**src/rtl/uart_pkg.sv**
```systemverilog
// Shared UART definitions: receiver state encoding and the default bit period
// used by both the transmitter and the receiver.
package uart_pkg;

  typedef enum logic [2:0] {
    RX_IDLE,
    RX_START,
    RX_DATA,
    RX_STOP,
    RX_RECOVER
  } rx_state_t;

  localparam int DEFAULT_CLOCKS_PER_PULSE = 16;

endpackage

```
**src/rtl/uart_rx_sync.sv**
```systemverilog
// Two-flop synchronizer for the asynchronous serial line; resets to the idle
// (high) level so a reset never looks like a start bit.
module uart_rx_sync (
  input  logic clk,
  input  logic rst,
  input  logic i_async,
  output logic o_sync
);

  logic r_meta;
  logic r_sync;

  // NOTE: non-blocking assignments make both flops sample the pre-edge values,
  // which is what builds a two-stage pipeline instead of a single wire.
  always_ff @(posedge clk or posedge rst) begin
    if (rst) begin
      r_meta <= 1'b1;
      r_sync <= 1'b1;
    end else begin
      r_meta <= i_async;
      r_sync <= r_meta;
    end
  end

  assign o_sync = r_sync;

endmodule

```
**src/rtl/uart_receiver.sv**
```systemverilog
// 8N1 UART receiver: mid-bit sampling FSM, one-cycle data/framing strobes and
// a recovery state that holds off new frames while the line is held low.
module uart_receiver
  import uart_pkg::*;
#(
  parameter int CLOCKS_PER_PULSE = DEFAULT_CLOCKS_PER_PULSE
) (
  input  logic       clk,
  input  logic       rst,
  input  logic       rx,
  output logic [7:0] data_out,
  output logic       data_valid,
  output logic       frame_err,
  output logic       rx_busy
);

  localparam int CW   = $clog2(CLOCKS_PER_PULSE);
  localparam int HALF = CLOCKS_PER_PULSE / 2;
  localparam logic [CW-1:0] LAST_CLK = CW'(CLOCKS_PER_PULSE - 1);
  localparam logic [CW-1:0] MID_CLK  = CW'(HALF - 1);

  logic            w_rx_s;
  rx_state_t       r_state,  w_state_next;
  logic [CW-1:0]   r_clocks, w_clocks_next;
  logic [2:0]      r_bits,   w_bits_next;
  logic [7:0]      r_shreg,  w_shreg_next;
  logic [7:0]      r_data,   w_data_next;
  logic            r_valid,  w_valid_next;
  logic            r_ferr,   w_ferr_next;

  uart_rx_sync u_sync (
    .clk     (clk),
    .rst     (rst),
    .i_async (rx),
    .o_sync  (w_rx_s)
  );

  always_ff @(posedge clk or posedge rst) begin
    if (rst) begin
      r_state  <= RX_IDLE;
      r_clocks <= '0;
      r_bits   <= '0;
      r_shreg  <= '0;
      r_data   <= '0;
      r_valid  <= 1'b0;
      r_ferr   <= 1'b0;
    end else begin
      r_state  <= w_state_next;
      r_clocks <= w_clocks_next;
      r_bits   <= w_bits_next;
      r_shreg  <= w_shreg_next;
      r_data   <= w_data_next;
      r_valid  <= w_valid_next;
      r_ferr   <= w_ferr_next;
    end
  end

  always_comb begin
    // NOTE: every output of this block gets a default first, so no path through
    // the case statement can leave one unassigned and infer a latch.
    w_state_next  = r_state;
    w_clocks_next = r_clocks;
    w_bits_next   = r_bits;
    w_shreg_next  = r_shreg;
    w_data_next   = r_data;
    w_valid_next  = 1'b0;
    w_ferr_next   = 1'b0;

    unique case (r_state)
      RX_IDLE: begin
        if (!w_rx_s) begin
          w_state_next  = RX_START;
          w_clocks_next = '0;
          w_bits_next   = '0;
        end
      end

      RX_START: begin
        // A line that is high again at mid start bit was only a glitch.
        if (r_clocks == MID_CLK) begin
          w_clocks_next = '0;
          w_state_next  = w_rx_s ? RX_IDLE : RX_DATA;
        end else begin
          w_clocks_next = r_clocks + 1'b1;
        end
      end

      RX_DATA: begin
        if (r_clocks == LAST_CLK) begin
          w_clocks_next        = '0;
          w_shreg_next[r_bits] = w_rx_s;
          if (r_bits == 3'd7) w_state_next = RX_STOP;
          else                w_bits_next  = r_bits + 3'd1;
        end else begin
          w_clocks_next = r_clocks + 1'b1;
        end
      end

      RX_STOP: begin
        if (r_clocks == LAST_CLK) begin
          w_clocks_next = '0;
          if (w_rx_s) begin
            w_data_next  = r_shreg;
            w_valid_next = 1'b1;
            w_state_next = RX_IDLE;
          end else begin
            w_ferr_next  = 1'b1;
            w_state_next = RX_RECOVER;
          end
        end else begin
          w_clocks_next = r_clocks + 1'b1;
        end
      end

      RX_RECOVER: begin
        if (w_rx_s) w_state_next = RX_IDLE;
      end

      default: w_state_next = RX_IDLE;
    endcase
  end

  assign data_out   = r_data;
  assign data_valid = r_valid;
  assign frame_err  = r_ferr;
  assign rx_busy    = (r_state != RX_IDLE);

endmodule

```
**config.mk**
```make
export PLATFORM = sky130hd
export DESIGN_NAME = uart_receiver
export DESIGN_NICKNAME = d
export VERILOG_FILES = /design/src/rtl/uart_pkg.sv /design/src/rtl/uart_rx_sync.sv /design/src/rtl/uart_receiver.sv
export SDC_FILE = /design/constraint.sdc
export NUM_CORES = 1
export LEC_CHECK = 0
export CORE_UTILIZATION = 50
export DETAILED_ROUTE_END_ITERATION = 10
export PLACE_DENSITY = 0.79
export SLEW_MARGIN = 25
export SYNTH_ARGS = -nofsm -noshare
export SYNTH_HDL_FRONTEND = slang
export SYNTH_SLANG_ARGS = --single-unit
```
**constraint.sdc**
```tcl
create_clock -name clk -period 1.5 [get_ports clk]
set_input_delay 0.225 -clock clk [delete_from_list [all_inputs] [get_ports clk]]
set_output_delay 0.225 -clock clk [all_outputs]
set_load 0.01 [all_outputs]
```
==> results_dict.tcl <==
set metrics [dict create \
    status "finished, final reports clean" \
    multi_input_area_um2 647 \
    setup_tns_ps 0 \
    nNetsFinal 163 \
    period_share 0.971 \
    avgSynthCellArea_um2 11.8 \
    share_comb_of_total_power 0.414 \
    rsz0062_at_grt "yes" \
    slew_headroom 0.747 \
    clk_path_buf_depth 2 \
    hold_violations 0 \
    ys_seq_area_frac 0.523 \
    p_seq_frac 0.386 \
    synth_top_area_share 0.487 \
    path_max_fanout 8 \
    r2r_end "r_shreg[4]$_DFFE_PP0P_" \
    htree_num_levels 2 \
    reg2reg_depth 5 \
    drt-wirelength-per-cell_um 15.5 \
    p_leak_uw 0.000880 \
    postSynthCellCount 122 \
    die_x_um 55.7 \
    async_flop_share 1.00 \
    cp_slowest_cell "dfrtp_1" \
    hp-class "input port to async pin" \
    yosys.area.top_type "dfrtp_1" \
    clockPowerShare 0.200 \
    synth_area_leaders "dfrtp_1, mux2_2, dfstp_2" \
    cts_sinks 30 \
    yosysWarnings 0 \
    mostFrequentLayoutCell "dfrtp_1" \
    crit_family "flip-flops" \
    row_count 19 \
    tritoncts "built" \
    fin_skew_ps 8.53 \
    setup_violations 0 \
    critPathCapture "r_shreg[4]$_DFFE_PP0P_" \
    area_growth_pct 27.0 \
    cp-start-kind "register" \
    crit_cells 5 \
    cp-startpoint "r_clocks[1]$_DFFE_PP0P_" \
    drt_iter0_drc 27 \
    num_vias 1071 \
    place_congestion 0.812 \
    ys_types 40 \
    ir_worst_vdd_uv 1030 \
    internal-power_uw 1680 \
    grt.total_usage 0.227 \
    dp_hpwl_um 2030 \
    die_height_um 55.7 \
    regToRegStartpoint "r_clocks[1]$_DFFE_PP0P_" \
    fill_cells 208 \
    synthesis.area_um2 1440 \
    placed_area_um2 1720 \
    p_sw_frac 0.350 \
    clock_latency_ps 340 \
    slew_viol_final 0 \
    numCtsBuffers 5 \
    worst_slew_pin_slew_ps 379 \
    wl_um 2920 \
    path_clk_slew_ps 100 \
    final_cell_mix "dfrtp_1, buf_4, clkdlybuf4s50_1, mux2_2, nand3_1" \
    routed_via_density 5.67 \
    fmaxAchievable_ghz 0.687 \
    cp-end-kind "register" \
    diodes 0 \
    yosys_register_bits 30 \
    ys.flop_type "dfrtp_1" \
    cp_cell_sequence "ha_2, and4_4, buf_6, nand4_1, mux2_4" \
    grt_pass1_vias 1191 \
    core_um2 2730 \
    grt_max_degree 31 \
    io_pins 14 \
    regArea_um2 753 \
    crit_required_ps 1720 \
    fin_crit_ps 1460 \
    grt_overflow 0 \
    port_buffers 13 \
    antenna_found_initial 0 \
    maxCapViolations 0 \
    detail-route-antenna-nets 0 \
    max_stage_delay_ps 370 \
    p_sw_uw 908 \
    initial_utilization 0.527 \
    cp_num_buf_inv 1 \
    arrival_ps 1680 \
    rrSetupSlack_ps 40 \
    synth_edf_count 0 \
    stdcell_area_um2 1830 \
    layout-drive-gt1-share 0.361 \
    synthesis.nets 128 \
    grt_pass1_wl_um 5400 \
    critPathKind "register to register" \
    ctsHoldBuffers 0 \
    drtPass1Iterations 4 \
    ctsRootBufferMaster "clkbuf_4" \
    p_per_area_nw_per_um2 1420 \
    die_area_um2 3100 \
    drc 0 \
]
[power groups by stage]
stage | Sequential, µW | Clock, µW | Combinational, µW
finish | 1000 | 517 | 1070
global route | 1020 | 561 | 1200
CTS | 999 | 530 | 1040
detailed placement | 1020 | 0 | 987
global placement | 1010 | 0 | 945
floorplan | 1030 | 0 | 617
[cell type report]
class,count,share of cell area
Sequential cell,30,0.412
Multi-Input combinational cell,79,0.354
Timing Repair Buffer,36,0.168
Clock buffer,6,0.0280
Tap cell,31,0.0212
Inverter,5,0.0103
Clock inverter,2,0.00684
[per-layer routing]
layer / part of all wire / vias up / track usage
met5: 0 / - / 0
met4: 0.019 / 0 / 0.118
met3: 0.044 / 7 / 0.0488
met1: 0.41 / 522 / 0.261
met2: 0.52 / 25 / 0.396
li1: - / 517 / -
[state kept, by name, summed over array words and instances, names as in the netlist, 3 cells and up]
name and cells:
r_shreg 8, r_clocks 4, r_state 3, r_bits 3, data_out 8
[metrics by stage]
step	cells	total power, µW	utilization	hold WS, ps	setup slack, ps
6_report	189	2590	0.669	257	44.1
5_1_grt	189	2780	0.669	279	-22.5
4_1_cts	189	2570	0.660	272	3.16
3_5_place_dp	178	2010	0.630	348	-54.1
3_3_place_gp	178	1960	0.630	346	33.6
2_1_floorplan	122	1650	-	229	-28.1
[cell families after synthesis]
kind of cell,count (synthesis),synth area share
fa+ha+maj,3,0.0261
mux,17,0.132
xor+xnor,1,0.00608
flops,30,0.523
simple gates,41,0.172
compound gates,17,0.0878
buf+inv,13,0.0530
[worst min-delay path by stage]
stage / start / to / slack, ps / depth (start not counted)
final: rst / r_shreg[6]$_DFFE_PP0P_ / 260 / 3
after global routing: rx / u_sync.r_meta$_DFF_PP1_ / 280 / 1
after CTS: rst / r_shreg[6]$_DFFE_PP0P_ / 270 / 3
after detailed placement: u_sync.r_meta$_DFF_PP1_ / u_sync.o_sync$_DFF_PP1_ / 350 / 0
after global placement: u_sync.r_meta$_DFF_PP1_ / u_sync.o_sync$_DFF_PP1_ / 350 / 0
after floorplan: rx / u_sync.r_meta$_DFF_PP1_ / 230 / 0
[worst min-delay path: cells and delay by family]
family                 cells  cell delay, ps
buffers and inverters      3             790
[cell usage after synthesis, types with 3 or more instances]
master	n
dfrtp_1	28
inv_1	5
nand2_1	5
o221ai_1	3
a21oi_1	4
nand3_1	8
ha_1	3
mux2_2	14
nor2_1	5
nand4_1	5
clkbuf_1	3
nor2b_1	3
[what timing repair did]
| action | 4_1_cts | 5_1_grt |
|---|---|---|
| pin swaps | 0 | 4 |
| setup buffers | 3 | 0 |
| hold endpoints to repair | 0 | 0 |
| resized for setup | 6 | 7 |
| setup endpoints to repair | 15 | 18 |
Note: power is estimated with default switching activity, not from simulation.
